**config.mk**
```make
export PLATFORM = sky130hd
export DESIGN_NAME = fma_operand_stager
export DESIGN_NICKNAME = d
export VERILOG_FILES = /design/src/rtl/fma_stager_pkg.sv /design/src/rtl/fma_operand_stager_bundle_fifo.sv /design/src/rtl/fma_operand_stager.sv
export SDC_FILE = /design/constraint.sdc
export NUM_CORES = 1
export LEC_CHECK = 0
export CELL_PAD_IN_SITES_DETAIL_PLACEMENT = 2
export CELL_PAD_IN_SITES_GLOBAL_PLACEMENT = 2
export CORE_MARGIN = 4
export CORE_UTILIZATION = 48
export DETAILED_ROUTE_END_ITERATION = 7
export DONT_BUFFER_PORTS = 1
export PLACE_DENSITY_LB_ADDON = 0.1
export SYNTH_ARGS = -nofsm -noshare
export SYNTH_HDL_FRONTEND = slang
export SYNTH_SLANG_ARGS = --single-unit
```
**constraint.sdc**
```tcl
create_clock -name clk_in -period 22.9 [get_ports clk_in]
set_clock_uncertainty 0.1 [all_clocks]
set_input_delay 3.435 -clock clk_in [delete_from_list [all_inputs] [get_ports clk_in]]
set_output_delay 3.435 -clock clk_in [all_outputs]
set_load 0.005 [all_outputs]
```
**src/rtl/fma_stager_pkg.sv**
```systemverilog
// Shared types and helpers for the FMA operand stager.
// Latency: n/a (types and constant functions only).
// Backpressure: n/a.
package fma_stager_pkg;

  localparam int FMA_COUNT_DEF = 2;
  localparam int WIDTH_DEF     = 16;
  localparam int OPERANDS_DEF  = 3;
  localparam int DEPTH_DEF     = 2;

  // Width of a 0..depth occupancy counter.
  function automatic int lvl_width(input int depth);
    return $clog2(depth + 1);
  endfunction

  localparam int LEVEL_W = lvl_width(DEPTH_DEF);

  // One bundle: lane l occupies bits [l*OPERANDS*WIDTH +: OPERANDS*WIDTH].
  typedef logic [FMA_COUNT_DEF-1:0][OPERANDS_DEF*WIDTH_DEF-1:0] bundle_t;
  typedef logic [FMA_COUNT_DEF-1:0][OPERANDS_DEF-1:0]           mask_t;

  // Lowest bit of operand slot `slot` within a lane.
  function automatic int slice_lo(input int slot, input int width);
    return slot * width;
  endfunction

endpackage

```
**src/rtl/fma_operand_stager_bundle_fifo.sv**
```systemverilog
// Committed-bundle FIFO with same-edge push/pop and a head output built from registers.
// Latency: a push at edge N is visible at the head after edge N.
// Backpressure: full_o reports full; a push while full is taken only if a pop happens on the same edge.
// Ports: clk_i/rst_i clock and async active-high reset; push_i/push_dat_i write side;
//        pop_i consume head; head_vld_o/head_dat_o head; full_o; level_o occupancy.
module bundle_fifo #(
  parameter int W     = 96,
  parameter int DEPTH = 2,
  parameter int LVL_W = 2
) (
  input  logic             clk_i,
  input  logic             rst_i,
  input  logic             push_i,
  input  logic [W-1:0]     push_dat_i,
  input  logic             pop_i,
  output logic             head_vld_o,
  output logic [W-1:0]     head_dat_o,
  output logic             full_o,
  output logic [LVL_W-1:0] level_o
);

  localparam int PTR_W = (DEPTH > 1) ? $clog2(DEPTH) : 1;

  logic [W-1:0]     mem_q [DEPTH];
  logic [PTR_W-1:0] rd_q, wr_q;
  logic [LVL_W-1:0] cnt_q;
  logic             push_ok, pop_ok;

  // Pointers wrap at DEPTH, which need not be a power of two.
  function automatic logic [PTR_W-1:0] ptr_inc(input logic [PTR_W-1:0] p);
    return (p == PTR_W'(DEPTH - 1)) ? '0 : p + PTR_W'(1);
  endfunction

  assign head_vld_o = (cnt_q != '0);
  assign full_o     = (cnt_q == LVL_W'(DEPTH));
  assign pop_ok     = pop_i && head_vld_o;
  // When full, the slot being popped is the one the push overwrites.
  assign push_ok    = push_i && (!full_o || pop_ok);
  assign head_dat_o = head_vld_o ? mem_q[rd_q] : '0;
  assign level_o    = cnt_q;

  always_ff @(posedge clk_i or posedge rst_i) begin
    if (rst_i) begin
      for (int i = 0; i < DEPTH; i++) mem_q[i] <= '0;
      rd_q  <= '0;
      wr_q  <= '0;
      cnt_q <= '0;
    end else begin
      if (push_ok) begin
        mem_q[wr_q] <= push_dat_i;
        wr_q        <= ptr_inc(wr_q);
      end
      if (pop_ok) rd_q <= ptr_inc(rd_q);
      case ({push_ok, pop_ok})
        2'b10:   cnt_q <= cnt_q + LVL_W'(1);
        2'b01:   cnt_q <= cnt_q - LVL_W'(1);
        default: cnt_q <= cnt_q;
      endcase
    end
  end

endmodule

```
**src/rtl/fma_operand_stager.sv**
```systemverilog
// Gathers per-lane FMA operands from partial slot writes and commits full bundles to a FIFO.
// Latency: last slot written at edge N -> commit at edge N+1 -> fma_out_valid after N+1.
// Backpressure: in_ready drops while a complete bundle cannot commit; writes then are dropped and set sticky overflow.
// Ports: clk_in, rst_in (async active-high); data_in/data_in_valid per-lane slot writes; in_ready;
//        fma_out/fma_out_valid/fma_out_ready head handshake; overflow; level.
// Optional: define FMA_STAGER_BROADCAST_EN to add bcast_data/bcast_valid (write one value to a slot of every lane).
module fma_operand_stager
  import fma_stager_pkg::*;
#(
  parameter int FMA_COUNT = 2,
  parameter int WIDTH     = 16,
  parameter int OPERANDS  = 3,
  parameter int DEPTH     = 2
) (
  input  logic                                  clk_in,
  input  logic                                  rst_in,
`ifdef FMA_STAGER_BROADCAST_EN
  input  logic [WIDTH-1:0]                      bcast_data,
  input  logic [OPERANDS-1:0]                   bcast_valid,
`endif
  input  logic [FMA_COUNT*OPERANDS*WIDTH-1:0]   data_in,
  input  logic [FMA_COUNT*OPERANDS-1:0]         data_in_valid,
  output logic                                  in_ready,
  output logic [FMA_COUNT*OPERANDS*WIDTH-1:0]   fma_out,
  output logic [FMA_COUNT*OPERANDS-1:0]         fma_out_valid,
  input  logic                                  fma_out_ready,
  output logic                                  overflow,
  output logic [$clog2(DEPTH+1)-1:0]            level
);

  localparam int LANE_W = OPERANDS * WIDTH;
  localparam int SLOTS  = FMA_COUNT * OPERANDS;
  localparam int BUN_W  = FMA_COUNT * LANE_W;
  localparam int LVL_W  = lvl_width(DEPTH);

  logic [BUN_W-1:0] data_q, data_d;
  logic [SLOTS-1:0] mask_q, mask_d;
  logic             overflow_q, overflow_d;
  logic [SLOTS-1:0] wr_en;
  logic [BUN_W-1:0] wr_dat;
  logic             complete, fifo_full, head_vld, pop, commit;

`ifdef FMA_STAGER_BROADCAST_EN
  // Broadcast fills any slot the lane's own write leaves untouched this cycle.
  always_comb begin
    wr_en  = data_in_valid;
    wr_dat = data_in;
    for (int l = 0; l < FMA_COUNT; l++) begin
      for (int s = 0; s < OPERANDS; s++) begin
        if (bcast_valid[s] && !data_in_valid[l*OPERANDS + s]) begin
          wr_en[l*OPERANDS + s] = 1'b1;
          wr_dat[l*LANE_W + slice_lo(s, WIDTH) +: WIDTH] = bcast_data;
        end
      end
    end
  end
`else
  assign wr_en  = data_in_valid;
  assign wr_dat = data_in;
`endif

  assign complete = &mask_q;
  assign pop      = head_vld && fma_out_ready;
  assign commit   = complete && (!fifo_full || pop);
  assign in_ready = !(complete && fifo_full && !pop);

  // On a commit the masks restart from zero, so same-cycle writes start the next bundle.
  always_comb begin
    mask_d     = commit ? '0 : mask_q;
    data_d     = data_q;
    overflow_d = overflow_q || (!in_ready && (|wr_en));
    for (int l = 0; l < FMA_COUNT; l++) begin
      for (int s = 0; s < OPERANDS; s++) begin
        if (in_ready && wr_en[l*OPERANDS + s]) begin
          data_d[l*LANE_W + slice_lo(s, WIDTH) +: WIDTH] =
            wr_dat[l*LANE_W + slice_lo(s, WIDTH) +: WIDTH];
          mask_d[l*OPERANDS + s] = 1'b1;
        end
      end
    end
  end

  always_ff @(posedge clk_in or posedge rst_in) begin
    if (rst_in) begin
      data_q     <= '0;
      mask_q     <= '0;
      overflow_q <= 1'b0;
    end else begin
      data_q     <= data_d;
      mask_q     <= mask_d;
      overflow_q <= overflow_d;
    end
  end

  bundle_fifo #(
    .W     (BUN_W),
    .DEPTH (DEPTH),
    .LVL_W (LVL_W)
  ) u_fifo (
    .clk_i      (clk_in),
    .rst_i      (rst_in),
    .push_i     (commit),
    .push_dat_i (data_q),
    .pop_i      (pop),
    .head_vld_o (head_vld),
    .head_dat_o (fma_out),
    .full_o     (fifo_full),
    .level_o    (level)
  );

  assign fma_out_valid = {SLOTS{head_vld}};
  assign overflow      = overflow_q;

endmodule

```
==> results_dict.tcl <==
set metrics [dict create \
    syn_area_um2 12800 \
    period_share_pct 32.9 \
    synthToLayoutAreaGrowth_pct 10.7 \
    antenna_found_initial 10 \
    min_period_ns 7.54 \
    powerDensity_nw_per_um2 156 \
    avgRoutedWirePerCell_um 24.9 \
    route.detailed.drc 0 \
    vias 6919 \
    pin_count 211 \
    cts.path.max_buffers 3 \
    cp_slowest_cell "nor3b_2" \
    hold_viol_final 0 \
    clk_pin_slew_worst_paths_ns 0.05 \
    met1Wirelength_um 11600 \
    insertion_delay_ns 0.50 \
    drv_slew 0 \
    gr-total-overflow 0 \
    synth_nets 975 \
    start_kind "input pin" \
    numPortBuffers 0 \
    ctsHoldBuffers 0 \
    cts_buffers 35 \
    start_util_pct 48.8 \
    crit_fanout 3 \
    tightestPinTransition_ns 1.17 \
    sequentialPowerShare_pct 41.2 \
    dp_hpwl_um 19300 \
    syn_inst 869 \
    core_area_um2 26100 \
    end_kind "output port" \
    drtAntennaViolNets 0 \
    outcome "complete, no violations" \
    pre_cts_slack_ns 15.36 \
    cts-root-buf "clkbuf_16" \
    crit_arrival_ns 4.01 \
    drive_gt1_share_pct 32.1 \
    worst-setup-path-type "input pin to output port" \
    highest_layer "met5" \
    finalHoldWorstSlack_ns 0.383 \
    clkPwrFrac_pct 25.2 \
    cts_tree "done" \
    ys_seq_elements 299 \
    avgSynthCellArea_um2 14.7 \
    rsz0062_at_grt "false" \
    max_freq_mhz 133 \
    max-cap-violations 0 \
    grt_pass1_wl_um 48100 \
    cp_cell_sequence "nor3b_2 -> nand3_1" \
    wl_um 30500 \
    nets 966 \
    report.final.setup_viol 0 \
    cp_num_buf_inv 0 \
    fin_util_pct 54.1 \
    die_w_um 171 \
    grt_pass1_vias 8253 \
    p_sw_share_pct 34.3 \
    max_stage_delay_ns 0.37 \
    yosysWarningCount 0 \
    cp_top_family "simple AND/OR/NAND/NOR gates" \
    internal-power_w 0.00145 \
    grt_max_degree 145 \
    cts_setup_buffers 0 \
    p_sw_w 0.000758 \
    met3_length_um 2080 \
    ys_seq_area_share_pct 58.6 \
    setup_tns_ns 0 \
    ctsResizeCount 0 \
    clkSinkCount 299 \
    max_slew_margin_pct 22.0 \
    ys_types 28 \
    hp-class "flop to flop" \
    grt_use_total_pct 21.0 \
    vias_per_cell 5.66 \
    die_h_um 171 \
    gp_congestion 0.797 \
    drt-initial-drc-count 204 \
    dieArea_um2 29300 \
    leakage_nw 6.16 \
    peakVddDrop_v 0.0000877 \
    fin_ws_ns 15.36 \
    required_ns 19.37 \
    htreeDepth 2 \
    combPwrFrac_pct 33.6 \
    dr.pass1.iters 4 \
    met2_length_um 16000 \
    rows 59 \
]
## cells by family after synthesis
kind of cell    Yosys count  share of synthesized area [%]
mux                     384                           32.9
flops                   299                           58.6
simple gates            111                           3.96
buf+inv                  56                           2.61
compound gates           13                           1.41
xor+xnor                  5                          0.343
fa+ha+maj                 1                         0.0980
## placed cells by master, fill, tap and decap left out, types with 8 or more instances in the layout
cell / instances
clkbuf_8: 14
mux2_2: 208
mux2i_1: 96
clkbuf_1: 8
clkbuf_16: 37
buf_4: 8
mux2_1: 80
nor2_1: 97
dfrtp_1: 298
## cell usage after synthesis (all sizes together)
cell    count  share of area [%]
o21bai      1              0.059
mux2i      96                7.5
and2        2              0.098
clkbuf     12               0.35
dfrtp     299                 59
buf        42                2.2
nand4       1               0.17
mux2      288                 25
nor4b       1               0.19
ha          1              0.098
nor4        1               0.17
nand2       1              0.049
o31ai       6                1.0
nor3b       1              0.098
a21o        6               0.35
xnor2       3               0.21
nor3        1              0.039
nand3       2              0.078
or3b        1              0.069
nor2       98                2.9
inv         2              0.059
and4        1              0.069
or4         1              0.059
xor2        2               0.14
## sequential cells by signal (all words and copies together) (netlist names)
register        count
mask_q              6
data_q             96
u_fifo.level_o      2
u_fifo.mem_q      192
u_fifo.wr_q         1
u_fifo.rd_q         1
overflow            1
## layout make-up
cell class,count,area (µm²)
fill,2338,12000
tap,335,419
sequential,299,7490
inverter,2,15.0
clock buffer,59,1150
multi-input combinational,514,4950
timing repair buffer,8,60.1
antenna,2,5.00
clock inverter,3,40.0
## layer usage
layer  track usage, %  vias to the layer above
met3             6.61                       70
li1                 -                     3016
met5                0                        -
met1             24.2                     3662
met2             38.1                      155
met4             5.58                       16
## stage by stage
stage	cell area, µm²	total power (W)	instances
6_report	14100	0.00221	1222
5_1_grt	14100	0.00236	1221
4_1_cts	14100	0.00225	1220
3_5_place_dp	12900	0.00167	1158
3_3_place_gp	12900	0.00160	1158
2_1_floorplan	12800	0.00146	869
## worst paths after layout
path	from	endpoint	slack, ns	depth (start not counted)
worst max register to register	u_fifo.level_o[0]	u_fifo.level_o[1]	19.28	7
min in group asynchronous	rst_in	data_q[3]	2.93	1
worst min register to register	u_fifo.mem_q[173]	u_fifo.mem_q[173]	0.38	1
worst min-delay path	u_fifo.mem_q[173]	u_fifo.mem_q[173]	0.38	1
max in group asynchronous	rst_in	data_q[84]	18.13	2
worst max-delay path	fma_out_ready	in_ready	15.36	2
## power groups by stage
stage / Clock [W] / Combinational (W) / Sequential [W]
after detailed placement: 0 / 0.000756 / 0.000916
after global placement: 0 / 0.000715 / 0.000884
after floorplan: 0 / 0.000624 / 0.000839
after CTS: 0.000576 / 0.000766 / 0.000913
final: 0.000557 / 0.000743 / 0.000909
after global routing: 0.000601 / 0.000823 / 0.000938
(Power assumes the default switching activity.)
